$ cat config.mk
export PLATFORM = sky130hd
export DESIGN_NAME = adc_capture_writer
export DESIGN_NICKNAME = d
export VERILOG_FILES = /design/src/rtl/adc_capture_writer.sv
export SDC_FILE = /design/constraint.sdc
export NUM_CORES = 1
export LEC_CHECK = 0
export BUFFER_PORTS_ARGS = -buffer_cell sky130_fd_sc_hd__buf_2
export CAP_MARGIN = 20
export CORE_MARGIN = 5
export CORE_UTILIZATION = 50
export DETAILED_ROUTE_END_ITERATION = 12
export GPL_ROUTABILITY_DRIVEN = 1
export PLACE_DENSITY_LB_ADDON = 0.12
export SYNTH_ARGS = -nofsm -noshare
export SYNTH_HDL_FRONTEND = slang
export SYNTH_SLANG_ARGS = --single-unit
$ cat constraint.sdc
create_clock -name clk -period 7.4 [get_ports clk]
set_input_delay 0 -clock clk [delete_from_list [all_inputs] [get_ports clk]]
set_output_delay 0 -clock clk [all_outputs]
set_load 0.02 [all_outputs]
$ cat src/rtl/adc_capture_writer.sv
// adc_capture_writer: selects one decimator channel and writes its samples into
// ping-pong capture SRAM banks. Optional 16-bit sample packing under PACK16_EN.
module adc_capture_writer #(
    parameter int ADDR_W = 9,
    parameter int DATA_W = 32,
    parameter int N_CH   = 3
) (
    input  logic              clk,
    input  logic              rst_n,
    input  logic              start_i,
    input  logic              stop_i,
    input  logic [1:0]        ch_sel_i,
    input  logic [ADDR_W-1:0] last_word_i,
    input  logic [N_CH-1:0]   adc_dvalid_i,
    input  logic [DATA_W-1:0] adc0_dat_i,
    input  logic [DATA_W-1:0] adc1_dat_i,
    input  logic [DATA_W-1:0] adc2_dat_i,
    input  logic [1:0]        bank_release_i,
    output logic [1:0]        mem_wenb_o,
    output logic [ADDR_W-1:0] mem_waddr_o,
    output logic [DATA_W-1:0] mem_data_o,
    output logic [3:0]        wmask_o,
    output logic [1:0]        bank_full_o,
    output logic [ADDR_W-1:0] last_addr_o,
    output logic              overrun_o,
    output logic              busy_o,
    output logic              irq_o
);
    typedef enum logic [1:0] {IDLE, CAPTURE, WAIT_BANK} state_t;

    state_t            state;
    logic [1:0]        ch_sel;
    logic [ADDR_W-1:0] last_word;
    logic [ADDR_W-1:0] addr;
    logic              target;

    logic              sel_valid;
    logic [DATA_W-1:0] sample;
    logic              strobe;
    logic              stopping;
    logic              do_write;
    logic              wrap;
    logic [DATA_W-1:0] wr_data;
    logic [3:0]        wr_mask;
    logic [ADDR_W-1:0] addr_after;
    logic [1:0]        tgt_bit;
    logic [1:0]        set_mask;
    logic [1:0]        full_next;

`ifdef PACK16_EN
    logic [15:0] pack_lo;
    logic [15:0] pack_lo_n;
    logic        pack_half;
    logic        pack_half_n;
    logic [15:0] sat;
`endif

    always_comb begin
        sel_valid = adc_dvalid_i[0];
        sample    = adc0_dat_i;
        case (ch_sel)
            2'd1: begin sel_valid = adc_dvalid_i[1]; sample = adc1_dat_i; end
            2'd2: begin sel_valid = adc_dvalid_i[2]; sample = adc2_dat_i; end
            default: ;
        endcase
    end

    always_comb begin
        strobe   = (state == CAPTURE) && sel_valid;
        stopping = stop_i && (state != IDLE);
        tgt_bit  = target ? 2'b10 : 2'b01;
        wr_mask  = 4'hF;
`ifdef PACK16_EN
        sat         = (|sample[DATA_W-1:16]) ? 16'hFFFF : sample[15:0];
        pack_lo_n   = pack_lo;
        pack_half_n = pack_half;
        do_write    = 1'b0;
        wr_data     = '0;
        if (strobe && pack_half) begin
            do_write       = 1'b1;
            wr_data[31:16] = sat;
            wr_data[15:0]  = pack_lo;
            pack_half_n    = 1'b0;
        end else if (strobe) begin
            pack_lo_n   = sat;
            pack_half_n = 1'b1;
            // A first half arriving with stop is flushed immediately as an odd word.
            if (stopping) begin
                do_write      = 1'b1;
                wr_data[15:0] = sat;
                wr_mask       = 4'b0011;
                pack_half_n   = 1'b0;
            end
        end else if (stopping && pack_half) begin
            do_write      = 1'b1;
            wr_data[15:0] = pack_lo;
            wr_mask       = 4'b0011;
            pack_half_n   = 1'b0;
        end
`else
        do_write = strobe;
        wr_data  = sample;
`endif
        wrap = do_write && (addr == last_word);
        if (wrap)
            addr_after = '0;
        else if (do_write)
            addr_after = addr + 1'b1;
        else
            addr_after = addr;
        set_mask = '0;
        if (wrap || (stopping && addr_after != '0))
            set_mask = tgt_bit;
        // Set is ORed after release so a same-cycle set of one bank wins.
        full_next = (bank_full_o & ~bank_release_i) | set_mask;
    end

    always_ff @(posedge clk or negedge rst_n) begin
        if (!rst_n) begin
            state       <= IDLE;
            ch_sel      <= '0;
            last_word   <= '0;
            addr        <= '0;
            target      <= 1'b0;
            mem_wenb_o  <= '1;
            mem_waddr_o <= '0;
            mem_data_o  <= '0;
            wmask_o     <= '1;
            bank_full_o <= '0;
            last_addr_o <= '0;
            overrun_o   <= 1'b0;
            busy_o      <= 1'b0;
            irq_o       <= 1'b0;
`ifdef PACK16_EN
            pack_lo     <= '0;
            pack_half   <= 1'b0;
`endif
        end else begin
            mem_wenb_o <= 2'b11;
            wmask_o    <= 4'hF;
            if (do_write) begin
                mem_wenb_o  <= ~tgt_bit;
                mem_waddr_o <= addr;
                mem_data_o  <= wr_data;
                wmask_o     <= wr_mask;
            end
            bank_full_o <= full_next;
            irq_o       <= |(full_next & ~bank_full_o);
            if (wrap)
                last_addr_o <= last_word;
            else if (|set_mask)
                last_addr_o <= addr_after - 1'b1;
`ifdef PACK16_EN
            pack_lo   <= pack_lo_n;
            pack_half <= pack_half_n;
`endif
            case (state)
                IDLE: begin
                    if (start_i && !stop_i) begin
                        overrun_o <= 1'b0;
                        addr      <= '0;
                        last_word <= last_word_i;
                        ch_sel    <= (32'(ch_sel_i) >= N_CH) ? 2'd0 : ch_sel_i;
                        busy_o    <= 1'b1;
                        if (!full_next[0]) begin
                            target <= 1'b0;
                            state  <= CAPTURE;
                        end else if (!full_next[1]) begin
                            target <= 1'b1;
                            state  <= CAPTURE;
                        end else begin
                            target <= 1'b0;
                            state  <= WAIT_BANK;
                        end
                    end
                end
                CAPTURE: begin
                    addr <= addr_after;
                    if (wrap)
                        target <= ~target;
                    if (stopping) begin
                        state  <= IDLE;
                        busy_o <= 1'b0;
                        addr   <= '0;
                    end else if (wrap && full_next[~target]) begin
                        state <= WAIT_BANK;
                    end
                end
                WAIT_BANK: begin
                    if (sel_valid)
                        overrun_o <= 1'b1;
                    if (stopping) begin
                        state  <= IDLE;
                        busy_o <= 1'b0;
                    end else if (bank_release_i[target]) begin
                        state <= CAPTURE;
                        addr  <= '0;
                    end
                end
                default: begin
                    state  <= IDLE;
                    busy_o <= 1'b0;
                end
            endcase
        end
    end
endmodule
Yosys cells after proc, flatten, opt, wreduce, memory -nomap -nowiden
Index checks and enable logic that the tools add are counted.

storage, ports and cells
  flip-flop bits (word level) = 80
  bits of input ports = 116
  output and inout bits = 61
  word-level logic and storage cells = 100

operators by class
  add/subtract/negate cells = 2
  magnitude comparators = 3
  eq/ne operators = 13
  muxes and demuxes = 38
  bitwise logic cells = 7
  reduce and logical (&&, ||, !) cells = 24

operator list
  kind                                                         count
  two-way mux 9 bit                                            8
  one-hot mux 32 bit (2 select lines)                          1
  one-hot mux 9 bit (3 select lines)                           1
  two-way mux 2 bit                                            11
  two-way mux 1 bit                                            12
  != test 2 bit (second input constant)                        5
  adder 9 x 1 -> 9 bit (second input constant)                 1
  == test 9 bit                                                1
  AND reduction 3 bit                                          3
  nonzero test 9 bit                                           1
  subtractor 9 x 1 -> 9 bit (second input constant)            1
  one-hot mux 1 bit (2 select lines)                           4
  nonzero test 2 bit                                           4
  logical AND 1 bit                                            6
  NOT 2 bit                                                    3
  one-hot mux 2 bit (3 select lines)                           1
  OR reduction 2 bit                                           3
  bitwise AND 2 bit                                            2
  == test 2 x 1 -> 1 bit (second input constant)               2
  == test 2 bit (second input constant)                        2
  less-than comparator 1 x 2 -> 1 bit (second input constant)  2
  AND reduction 2 bit                                          2
  AND reduction 4 bit                                          1
  != test 3 x 2 -> 1 bit (second input constant)               1
  other kinds (9)                                              9

Longest topological paths before layout
Gate-level depths: netlist of the first run.

  depth after elaboration = 16
  mapped depth = 16
  mapped depth without buffers = 13

Least setup slack after synthesis of the first run
Ideal clock, no wire load.

  path type = reg-to-reg
  from = reg ch_sel[0]
  to = reg last_addr_o[3]
  library setup time = 125 ps
  data arrival time = 2828 ps
  required time = 7275 ps
  path slack = 4447 ps
  stages on the path, launching flop included = 15
  path buffers = 3
  clock period less this slack = 2953 ps
  cells stage by stage = dfrtp_1 > ha_1 > buf_4 > a221o_2 > nand3_4 > nor4_1 > buf_2 > or2_2 > ha_1 > o41ai_1 > a21oi_2 > a41oi_4 > buf_6 > a21oi_1 > mux2_2

between the ends
  word-level cells in the longest chain between the ends = 11
  elaborated cells on any way between the ends = 16
  those cells by class = 1 x add/sub; 2 x eq/ne; 6 x mux; 7 x reduce/logical

ends and longest elaborated chain
  item                                                                               line  RTL
  from (decl)                                                                        32    logic [1:0] ch_sel;
  from (signal assigned)                                                             163   ch_sel <= (32'(ch_sel_i) >= N_CH) ? 2'd0 : ch_sel_i;
  == test 2 bit or == test 2 x 1 -> 1 bit (tied branches)                            61    case (ch_sel)
  one-hot mux 1 bit (2 select lines) *                                               61
  logical AND 1 bit *                                                                69    strobe = (state == CAPTURE) && sel_valid;
  parallel branches: the longest is 8 deep, another holds subtractor 9 x 1 -> 9 bit  --
  to (signal assigned)                                                               150   last_addr_o <= last_word;
  to (signal assigned)                                                               152   last_addr_o <= addr_after - 1'b1;
  to (decl)                                                                          24    output logic [ADDR_W-1:0] last_addr_o,

Mark *: on every way between the ends. The select of a mux whose other input is x is not followed.
A chain may end at the register's enable or synchronous reset.

Final worst setup path of the first run
  from = reg ch_sel[0]
  to = reg state[1]

between the ends
  word-level cells in the longest chain between the ends = 15
  elaborated cells on any way between the ends = 21
  those cells by class = 3 x eq/ne; 10 x mux; 1 x bitwise; 7 x reduce/logical

ends and longest elaborated chain
  item                                                     line      RTL
  == test 2 bit or == test 2 x 1 -> 1 bit (tied branches)  61
  one-hot mux 1 bit (2 select lines) *                     61
  logical AND 1 bit *                                      69
  two-way mux 9 bit or logical AND 1 bit (tied branches)   107, 104
  two-way mux 9 bit                                        105       if (wrap)
  nonzero test 9 bit                                       112       if (wrap || (stopping && addr_after != '0))
  logical AND 1 bit                                        112
  logical OR 1 bit                                         112
  two-way mux 2 bit                                        112
  OR 2 bit                                                 115       full_next = (bank_full_o & ~bank_release_i) | set_mask;
  two-way mux 1 bit (implied by the code) (2 in series)    185       end else if (wrap && full_next[~target]) begin
  logical AND 1 bit                                        185
  != test 3 x 2 -> 1 bit (no source line)                  --
  AND reduction 3 bit (no source line)                     --
  to (signal assigned)                                     182       state <= IDLE;
  to (signal assigned)                                     186       state <= WAIT_BANK;
  to (signal assigned)                                     193       state <= IDLE;
  to (decl)                                                31        state_t state;

Mark *: on every way between the ends. The rest lies on a longest branch, timed or not. The select of a mux whose other input is x is not followed.

==> results.json, run 1 <==
{
  "fillerInstances": 730,
  "grt_usage": 0.224,
  "max_freq_mhz": 215,
  "ctsLongestPathBuffers": 2,
  "fin_crit_ns": 4.65,
  "arrival_ns": 4.89,
  "final_util": 0.670,
  "numCtsBuffers": 9,
  "cp-start-kind": "register",
  "cp_num_buf_inv": 2,
  "post-dp-hpwl_um": 9320,
  "wl_um": 12900,
  "synth_common_cells": "dfrtp_1, nand2_1, o21ai_0",
  "synth_most_common_cell": "dfrtp_1",
  "hold_viol": 2,
  "clock_sinks": 80,
  "violations": "hold timing",
  "place_inst": 745,
  "irDropWorstVdd_v": 0.000232,
  "min_path_type": "in2reg",
  "crit_family": "compound AO/OA/AOI/OAI gates",
  "setup_viol": 0,
  "grt_max_degree": 81,
  "holdWs_ns": -0.00320,
  "syn-cell-area_um2": 4600,
  "ys_ff_latch": 80,
  "critical_path_class": "reg2reg",
  "drv_slew": 0,
  "nets": 816,
  "antenna_found_initial": 0,
  "diodes": 0,
  "yosysSeqAreaShare": 0.436,
  "avgSynthCellArea_um2": 9.20,
  "ios": 177,
  "synth.distinct_cells": 58,
  "h-tree-depth": 3,
  "place.gp.congestion": 0.903,
  "cap_violations": 0,
  "drcViolationCount": 0,
  "slowest_stage": "ha_2",
  "synth_warnings": 0,
  "synth_top_area_share": 0.424,
  "synth_top_area_cell": "dfrtp_1",
  "chipHeight_um": 106,
  "setup-tns-final_ns": 0,
  "endpoint_kind": "register",
  "area_delta_synth_final_pct": 32.7,
  "grt_pass1_wl_um": 20400,
  "synth_area_leaders": "dfrtp_1, o21ai_0, a22oi_1",
  "dr.first_iter.drc_count": 217,
  "finalClockSkew_ns": 0.0163,
  "syn-instance-count": 500,
  "rsz0062_at_grt": "no",
  "start_util": 0.505,
  "async_flop_share": 1.00,
  "rows": 35,
  "period_share": 0.629,
  "worstSkewPairLatency_ns": 0.35,
  "worst_slew_pin_slew_ns": 1.07,
  "status": "finished, violations left",
  "grt_pass1_vias": 4194,
  "slew_headroom": 0.285,
  "dr.pass1.iters": 5,
  "power.density_nw_per_um2": 367,
  "root_buffer": "clkbuf_8",
  "vias": 4279,
  "port_buffers": 172,
  "die_area_um2": 11200,
  "critPathMaxFanout": 78,
  "critPathMaxStageDelay_ns": 1.01,
  "p_leak_nw": 2.86,
  "dieWidth_um": 106,
  "layout.cells.non_filler": 807,
  "crit_chain": "inv_1, ha_2, a221o_2, nand3_4, nor4_1, buf_4, or2_2, ha_1, o41ai_1, a21oi_2, a41oi_4, o22ai_1, a21oi_1, a211o_1",
  "cp.required_ns": 7.64,
  "drive_above_1_share": 0.330,
  "viasPerCell": 5.30,
  "wl_per_cell_um": 16.0,
  "synth_edf_count": 0,
  "grt-ovfl-total": 0,
  "core_area_um2": 9110,
  "ys.flop_type": "dfrtp_1",
  "cts.reportedPaths.clkPinSlew_ns": 0.08,
  "ant_nets": 0,
  "cts_tree": "done"
}
-- cells by family (layout without fill, tap and decap cells) --
| logic type | count (synthesis) | after routing | synth area share |
|---|---|---|---|
| other cells | 1 | 4 | 0.000816 |
| xor+xnor | 24 | 24 | 0.0457 |
| mux | 32 | 32 | 0.0748 |
| simple gates | 155 | 155 | 0.165 |
| fa+ha+maj | 9 | 9 | 0.0245 |
| buf+inv | 50 | 243 | 0.0498 |
| compound gates | 149 | 149 | 0.204 |
| flops | 80 | 80 | 0.436 |
-- metal layers --
layer | vias up | global-route usage | part of all wire
li1 | 2131 | - | -
met1 | 1988 | 0.269 | 0.42
met2 | 140 | 0.405 | 0.51
met3 | 20 | 0.0461 | 0.059
met4 | 0 | 0.0638 | 0.016
met5 | - | 0 | 0
-- layout by cell type (no fill, tap or decap), types with 3 or more instances in the layout --
master / synthesis / layout
dlygate4sd3_1: 0 / 45
nand2_1: 53 / 53
nand4_1: 4 / 4
a21oi_1: 46 / 46
buf_4: 7 / 3
mux2_2: 19 / 19
nor3_1: 6 / 6
conb_1: 1 / 4
or2_2: 3 / 3
o21ai_0: 50 / 50
nor2b_1: 5 / 5
xor2_1: 5 / 5
xnor2_1: 19 / 19
nor4_1: 3 / 3
nand3_1: 3 / 3
clkbuf_8: 0 / 10
nand2b_1: 11 / 11
dfrtp_1: 78 / 78
buf_2: 6 / 171
ha_1: 9 / 8
mux2i_1: 13 / 13
nor2_1: 49 / 49
a22oi_1: 33 / 33
inv_1: 7 / 7
-- final cells by class --
cell class	instances	area (um^2)	area share
Sequential cell	80	2000	0.329
Tap cell	111	139	0.0228
Clock buffer	10	138	0.0226
Clock inverter	6	66.3	0.0109
Timing Repair Buffer	220	1350	0.221
Inverter	7	26.3	0.00431
Multi-Input combinational cell	373	2380	0.390
-- power breakdown --
part	switching (W)	internal, W
Clock	0.000163	0.000166
Combinational	0.000759	0.000451
Sequential	0.000107	0.000591
Total	0.00103	0.00121
-- sequential cells by signal, indices dropped and copies added (netlist names) --
register / flops
last_word: 9
busy_o: 1
irq_o: 1
overrun_o: 1
last_addr_o: 9
mem_wenb_o: 2
mem_waddr_o: 9
mem_data_o: 32
ch_sel: 2
target: 1
addr: 9
bank_full_o: 2
state: 2
-- path summary, 6_finish.rpt --
kind	from	to	slack [ns]	cells after the start
max	ch_sel[0]$_DFFE_PN0P_	state[1]$_DFFE_PN0P_	2.75	14
min in group asynchronous	rst_n	last_word[2]$_DFFE_PN0P_	0.13	2
max in group asynchronous	rst_n	mem_wenb_o[1]$_DFF_PN1_	6.62	3
min	adc0_dat_i[15]	mem_data_o[15]$_DFFE_PN0N_	-0.003	3
max reg2reg	ch_sel[0]$_DFFE_PN0P_	state[1]$_DFFE_PN0P_	2.75	14
min reg2reg	mem_data_o[24]$_DFFE_PN0N_	mem_data_o[24]$_DFFE_PN0N_	0.48	2
-- per-stage QoR --
step | cell area [um^2] | worst slack (ns) | power (W)
after detailed placement | 5430 | 2.72 | 0.00190
final | 6100 | 2.75 | 0.00224
after floorplan | 4610 | 4.45 | 0.00159
after global placement | 5430 | 2.85 | 0.00187
after global routing | 6100 | 2.30 | 0.00241
after CTS | 6080 | 2.68 | 0.00225
-- repair_timing --
item / in CTS / in global routing
hold buffers: 45 / 0
endpoints found under the hold margin: 121 / 0
setup buffers: 0 / 0
resized for setup: 0 / 0
-- worst reg2reg max path, cell delays in order, from the launching register on --
cell     delay [ns]
dfrtp_1        0.38
inv_1          0.05
ha_2           1.01
a221o_2        0.33
nand3_4        0.56
nor4_1         0.47
buf_4          0.24
or2_2          0.15
ha_1           0.16
o41ai_1        0.08
a21oi_2        0.16
a41oi_4        0.31
o22ai_1        0.31
a21oi_1        0.10
a211o_1        0.22
Power figures use the tool's default switching activity.
==> inputs of run 2 (changes only) <==
- ABC_AREA: not set -> 1
- CORE_UTILIZATION: 50 -> 49
- clock period: 7.4 -> 4.5 ns (I/O delays scaled with it)
==> run 2 against run 1 <==
Net effect: the run now ends clean; via count increased by 5.8%; final cell count increased by 7.6%; first-iteration DRC count decreased by 5.1%; cell area increased by 0.45%; synthesized cell count increased by 8.8%; utilization about the same.
==> results.json, run 2 <==
{
  "status": "complete, no violations",
  "ys.flop_type": "dfrtp_1",
  "dieWidth_um": 106,
  "worst_slew_pin_slew_ns": 0.749,
  "clock_sinks": 80,
  "nets": 877,
  "cp.required_ns": 4.74,
  "diodes": 0,
  "synth_top_area_cell": "dfrtp_1",
  "synth_common_cells": "nand2_1, dfrtp_1, o21ai_0",
  "syn-instance-count": 544,
  "grt-ovfl-total": 0,
  "grt_pass1_vias": 4636,
  "slew_headroom": 0.498,
  "mostFrequentLayoutCell": "buf_2",
  "grt_pass1_wl_um": 22100,
  "fillerInstances": 800,
  "finalClockSkew_ns": 0.00764,
  "ios": 177,
  "synth_warnings": 0,
  "die_area_um2": 11300,
  "start_util": 0.497,
  "p_leak_nw": 3.28,
  "numCtsBuffers": 9,
  "viasPerCell": 5.22,
  "hold_viol": 0,
  "post-dp-hpwl_um": 10200,
  "yosysSeqAreaShare": 0.440,
  "critPathMaxFanout": 33,
  "final_util": 0.670,
  "critical_path_class": "reg2reg",
  "chipHeight_um": 106,
  "drive_above_1_share": 0.284,
  "grt_max_degree": 81,
  "rrSetupSlack_ns": 0.92,
  "final-seq-area_um2": 2000,
  "min_path_type": "in2reg",
  "fin_crit_ns": 3.58,
  "cp-start-kind": "register",
  "multi_input_area_um2": 2270,
  "synth.distinct_cells": 40,
  "setup_viol": 0,
  "rsz0062_at_grt": "no",
  "avgSynthCellArea_um2": 8.37,
  "arrival_ns": 3.82,
  "area_delta_synth_final_pct": 34.6,
  "synth_most_common_cell": "nand2_1",
  "dr.pass1.iters": 4,
  "synth_top_area_share": 0.429,
  "drcViolationCount": 0,
  "cts.reportedPaths.clkPinSlew_ns": 0.08,
  "port_buffers": 172,
  "ant_nets": 0,
  "core_area_um2": 9150,
  "cts_resized": 0,
  "vias": 4528,
  "syn-cell-area_um2": 4550,
  "synth_area_leaders": "dfrtp_1, nand2_1, mux2i_1",
  "place.gp.congestion": 0.858,
  "power.density_nw_per_um2": 615,
  "dr.first_iter.drc_count": 206,
  "drv_slew": 0,
  "largest_reg_flops": 32,
  "period_share": 0.795,
  "layout_common_cells": "buf_2, nand2_1, dfrtp_1",
  "ys_ff_latch": 80,
  "setup-tns-final_ns": 0,
  "synth_edf_count": 0,
  "root_buffer": "clkbuf_8",
  "rows": 35,
  "irDropWorstVdd_v": 0.000368,
  "worstSkewPairLatency_ns": 0.35,
  "endpoint_kind": "register",
  "max_freq_mhz": 280,
  "async_flop_share": 1.00,
  "grt_usage": 0.243,
  "wl_um": 13500,
  "ctsLongestPathBuffers": 2,
  "regMostFlops": "mem_data_o",
  "antenna_found_initial": 0,
  "wl_per_cell_um": 15.6,
  "h-tree-depth": 3,
  "cap_violations": 0,
  "cts_tree": "done"
}
-- run 2: cell count changes after synthesis, moves of 13 or more --
cell,before,now
a22oi_1,33,0
a21oi_1,46,5
mux2i_1,13,32
mux2_2,19,0
xnor2_1,19,3
a22o_1,1,32
nor2_1,49,20
nand2_1,53,159
nand3_1,3,16
inv_1,7,35
-- run 2: cells by family after synthesis --
group / share of synthesized area
and+or+nand+nor: 0.202
AOI/OAI and AO/OA: 0.175
DFF: 0.440
buffers and inverters: 0.0654
muxes: 0.0704
xor gates and xnor gates: 0.0212
adders and majority gates: 0.0247
other: 0.000824
-- run 2: metrics by stage --
| stage | hold WS, ns | total power (W) | cells | area [um^2] | worst slack [ns] |
|---|---|---|---|---|---|
| after global routing | 0.0254 | 0.00407 | 868 | 6130 | 0.515 |
| after global placement | 0.204 | 0.00319 | 805 | 5460 | 1.08 |
| after CTS | 0.00275 | 0.00379 | 867 | 6110 | 0.902 |
| final | 0.00253 | 0.00377 | 868 | 6130 | 0.923 |
| after detailed placement | 0.214 | 0.00323 | 805 | 5460 | 0.912 |
| after floorplan | -0.296 | 0.00267 | 547 | 4560 | 1.82 |
-- run 2: metal layers --
metal  GRT usage  routed length (um)
met1       0.301                5690
met2       0.437                6940
met3      0.0498                 729
met4      0.0500                 146
met5           0                   0
-- run 2: path summary, 6_finish.rpt --
| path | from | endpoint | depth (start not counted) |
|---|---|---|---|
| worst max register to register | ch_sel[0]$_DFFE_PN0P_ | state[1]$_DFFE_PN0P_ | 19 |
| worst min register to register | mem_data_o[16]$_DFFE_PN0N_ | mem_data_o[16]$_DFFE_PN0N_ | 2 |
| min in group asynchronous | rst_n | mem_data_o[22]$_DFFE_PN0N_ | 2 |
| worst min-delay path | adc0_dat_i[19] | mem_data_o[19]$_DFFE_PN0N_ | 3 |
| worst max-delay path | ch_sel[0]$_DFFE_PN0P_ | state[1]$_DFFE_PN0P_ | 19 |
| max in group asynchronous | rst_n | mem_wenb_o[1]$_DFF_PN1_ | 3 |
-- run 2: report_power, final --
| group | internal, W | switching, W |
|---|---|---|
| Sequential | 0.000978 | 0.000158 |
| Clock | 0.000259 | 0.000259 |
| Combinational | 0.000803 | 0.00131 |
| Total | 0.00204 | 0.00173 |
-- run 2: critical path: stages (launching register included) --
cell     delay [ns]
dfrtp_1        0.38
inv_1          0.08
ha_2           0.16
buf_4          0.32
nand2_1        0.11
nand3_2        0.12
nand2_2        0.09
nor2_2         0.43
nand3_1        0.50
nand3_1        0.32
ha_1           0.19
nand3_1        0.08
o21ai_2        0.19
nand2_4        0.11
nand2_2        0.09
nand2_2        0.07
nand3_1        0.07
nand2_1        0.05
nand2_1        0.05
nand2_1        0.05
-- run 2: timing repair --
action	4_1_cts	5_1_grt
hold buffers	46	0
buffers inserted	0	0
endpoints found under the hold margin	122	0
-- run 2: area by class of cell --
cell class | count | share of cell area
multi-input cells | 397 | 0.370
flip-flops and latches | 80 | 0.327
repair buffers | 223 | 0.224
inverters | 41 | 0.0251
well taps | 111 | 0.0227
clock buffers | 12 | 0.0220
clock inverters | 4 | 0.00878
==> inputs of run 3 (changes only) <==
- CORE_UTILIZATION: 49 -> 45
- clock period: 4.5 -> 3 ns (I/O delays scaled with it)
==> run 3 against run 2 <==
Net effect: register-to-register slack lost 0.67 ns; cell area grew 1.8%; count of clock-buffer cells in the layout is the same; total power grew 54%; clock skew grew 0.0061 ns; non-clock buffer count grew 6; worst setup slack lost 0.67 ns; worst hold slack gained 0.040 ns; global-route usage shrank 2.4 points; clock power grew 73%; utilization shrank 3.4 points; first-iteration DRC count grew 9.7%.
==> results.json, run 3 (synthesis gave the netlist of run 2 again) <==
{
  "fillerInstances": 916,
  "grt_usage": 0.219,
  "slew_headroom": 0.551,
  "reg2reg_from": "ch_sel[1]$_DFFE_PN0P_",
  "drcViolationCount": 0,
  "fin_crit_ns": 2.75,
  "hold_viol": 0,
  "p_leak_nw": 3.33,
  "dieWidth_um": 111,
  "vias": 4501,
  "endpoint_kind": "register",
  "cts.reportedPaths.clkPinSlew_ns": 0.09,
  "irDropWorstVdd_v": 0.000616,
  "cp_common_cell": "nand2_1",
  "rows": 36,
  "antenna_found_initial": 1,
  "clock_sinks": 80,
  "min_path_type": "in2reg",
  "layout_common_cells": "buf_2, nand2_1, dfrtp_1",
  "crit_family": "simple AND/OR/NAND/NOR gates",
  "grt_pass1_wl_um": 22200,
  "startpoint": "ch_sel[1]$_DFFE_PN0P_",
  "place.gp.congestion": 0.935,
  "power.density_nw_per_um2": 928,
  "setup_viol": 0,
  "setup-tns-final_ns": 0,
  "critical_path_class": "reg2reg",
  "mostFrequentLayoutCell": "buf_2",
  "final-seq-area_um2": 2000,
  "start_util": 0.464,
  "wl_per_cell_um": 15.0,
  "worst-path-stages": 19,
  "largest_reg_flops": 32,
  "ant_nets": 0,
  "viasPerCell": 5.02,
  "ff2ff_path_depth": 19,
  "cp_num_buf_inv": 2,
  "drive_above_1_share": 0.290,
  "core_area_um2": 9820,
  "arrival_ns": 3.01,
  "nets": 883,
  "rrSetupSlack_ns": 0.25,
  "dr.pass1.iters": 4,
  "cap_violations": 0,
  "holdWs_ns": 0.0430,
  "endpoint": "state[0]$_DFFE_PN0P_",
  "worst_slew_pin_slew_ns": 0.674,
  "port_buffers": 172,
  "worstSkewPairLatency_ns": 0.36,
  "cp.required_ns": 3.26,
  "chipHeight_um": 111,
  "critPathMaxFanout": 11,
  "ios": 177,
  "period_share": 0.917,
  "ctsLongestPathBuffers": 2,
  "dr.first_iter.drc_count": 226,
  "grt_max_degree": 82,
  "slowest_stage": "dfrtp_1",
  "die_area_um2": 12200,
  "regMostFlops": "mem_data_o",
  "drv_slew": 0,
  "post-dp-hpwl_um": 9870,
  "cts_tree": "done",
  "root_buffer": "clkbuf_8",
  "wl_um": 13500,
  "area_delta_synth_final_pct": 37.1,
  "max_freq_mhz": 364,
  "numCtsBuffers": 9,
  "crit_chain": "ha_2, inv_2, or2_4, nand2_2, nor2_2, buf_4, o21ai_0, nand2_1, ha_1, nand3_1, o21ai_2, nand2_4, nand2_2, nand2_2, nand2_1, nand2_1, nand2_1, nand2_1, nand2_1",
  "multi_input_area_um2": 2270,
  "rsz0062_at_grt": "no",
  "grt_pass1_vias": 4553,
  "timing.rr.end": "state[0]$_DFFE_PN0P_",
  "cp-start-kind": "register",
  "critPathMaxStageDelay_ns": 0.40,
  "grt-ovfl-total": 0,
  "status": "complete, no violations",
  "finalClockSkew_ns": 0.0137,
  "h-tree-depth": 3
}
-- run 3: cell count changes in the layout (fill, tap and decap cells not counted) --
| cell | delta |
|---|---|
| buf_4 | +5 |
| bufinv_16 | +1 |
| clkbuf_1 | -1 |
| clkbuf_8 | +1 |
| clkinvlp_4 | -1 |
| diode_2 | +1 |
| dlygate4sd3_1 | +1 |
-- run 3: cell type report --
class,instances,share of cell area
tap,133,0.0267
timing repair buffer,229,0.228
clock buffer,12,0.0233
inverter,41,0.0247
antenna,1,0.000401
multi-input combinational,397,0.364
clock inverter,4,0.0122
sequential,80,0.321
-- run 3: how the worst min path moves through the flow --
stage	slack, ns	start	depth (start not counted)	end
6_report	0.04	adc2_dat_i[14]	4	mem_data_o[14]$_DFFE_PN0N_
3_5_place_dp	0.20	last_word_i[1]	3	last_word[1]$_DFFE_PN0P_
3_3_place_gp	0.20	last_word_i[1]	3	last_word[1]$_DFFE_PN0P_
4_1_cts	0.03	adc2_dat_i[9]	4	mem_data_o[9]$_DFFE_PN0N_
5_1_grt	0.05	adc2_dat_i[6]	4	mem_data_o[6]$_DFFE_PN0N_
2_1_floorplan	-0.30	rst_n	0	addr[0]$_DFFE_PN0P_
-- run 3: power breakdown --
group / total, W / leakage, nW / switching (W) / internal, W
combinational: 0.00319 / 2.19 / 0.00195 / 0.00124
sequential: 0.00170 / 1.03 / 0.000236 / 0.00147
clock: 0.000896 / 0.107 / 0.000400 / 0.000495
-- run 3: per-stage QoR --
stage | cells | setup slack (ns) | util | area (um^2) | power (W)
global route | 897 | 0.0409 | 0.635 | 6240 | 0.00624
finish | 897 | 0.249 | 0.635 | 6240 | 0.00579
detailed placement | 832 | 0.249 | 0.563 | 5520 | 0.00487
floorplan | 547 | 0.316 | - | 4560 | 0.00400
global placement | 832 | 0.335 | 0.563 | 5520 | 0.00483
CTS | 895 | 0.247 | 0.633 | 6220 | 0.00582
-- run 3: per-layer routing --
metal  vias up  global-route usage  routed length (um)
li1       2260                   -                   -
met1      2090               0.275                5860
met2       128               0.373                6620
met3        23              0.0514                 711
met4         0              0.0673                 260
met5         -                   0                   0
-- run 3: what timing repair did --
item                       in CTS  in global routing
buffers inserted                0                  0
hold endpoints to repair      123                  0
setup endpoints to repair       0                  0
hold buffers                   47                  0
gates resized for setup         0                  0
-- run 3: worst min-delay path, delay by kind of cell --
family,cells,cell delay (ns)
muxes,1,0.06
buffers and inverters,1,0.07
AOI/OAI and AO/OA,2,0.24
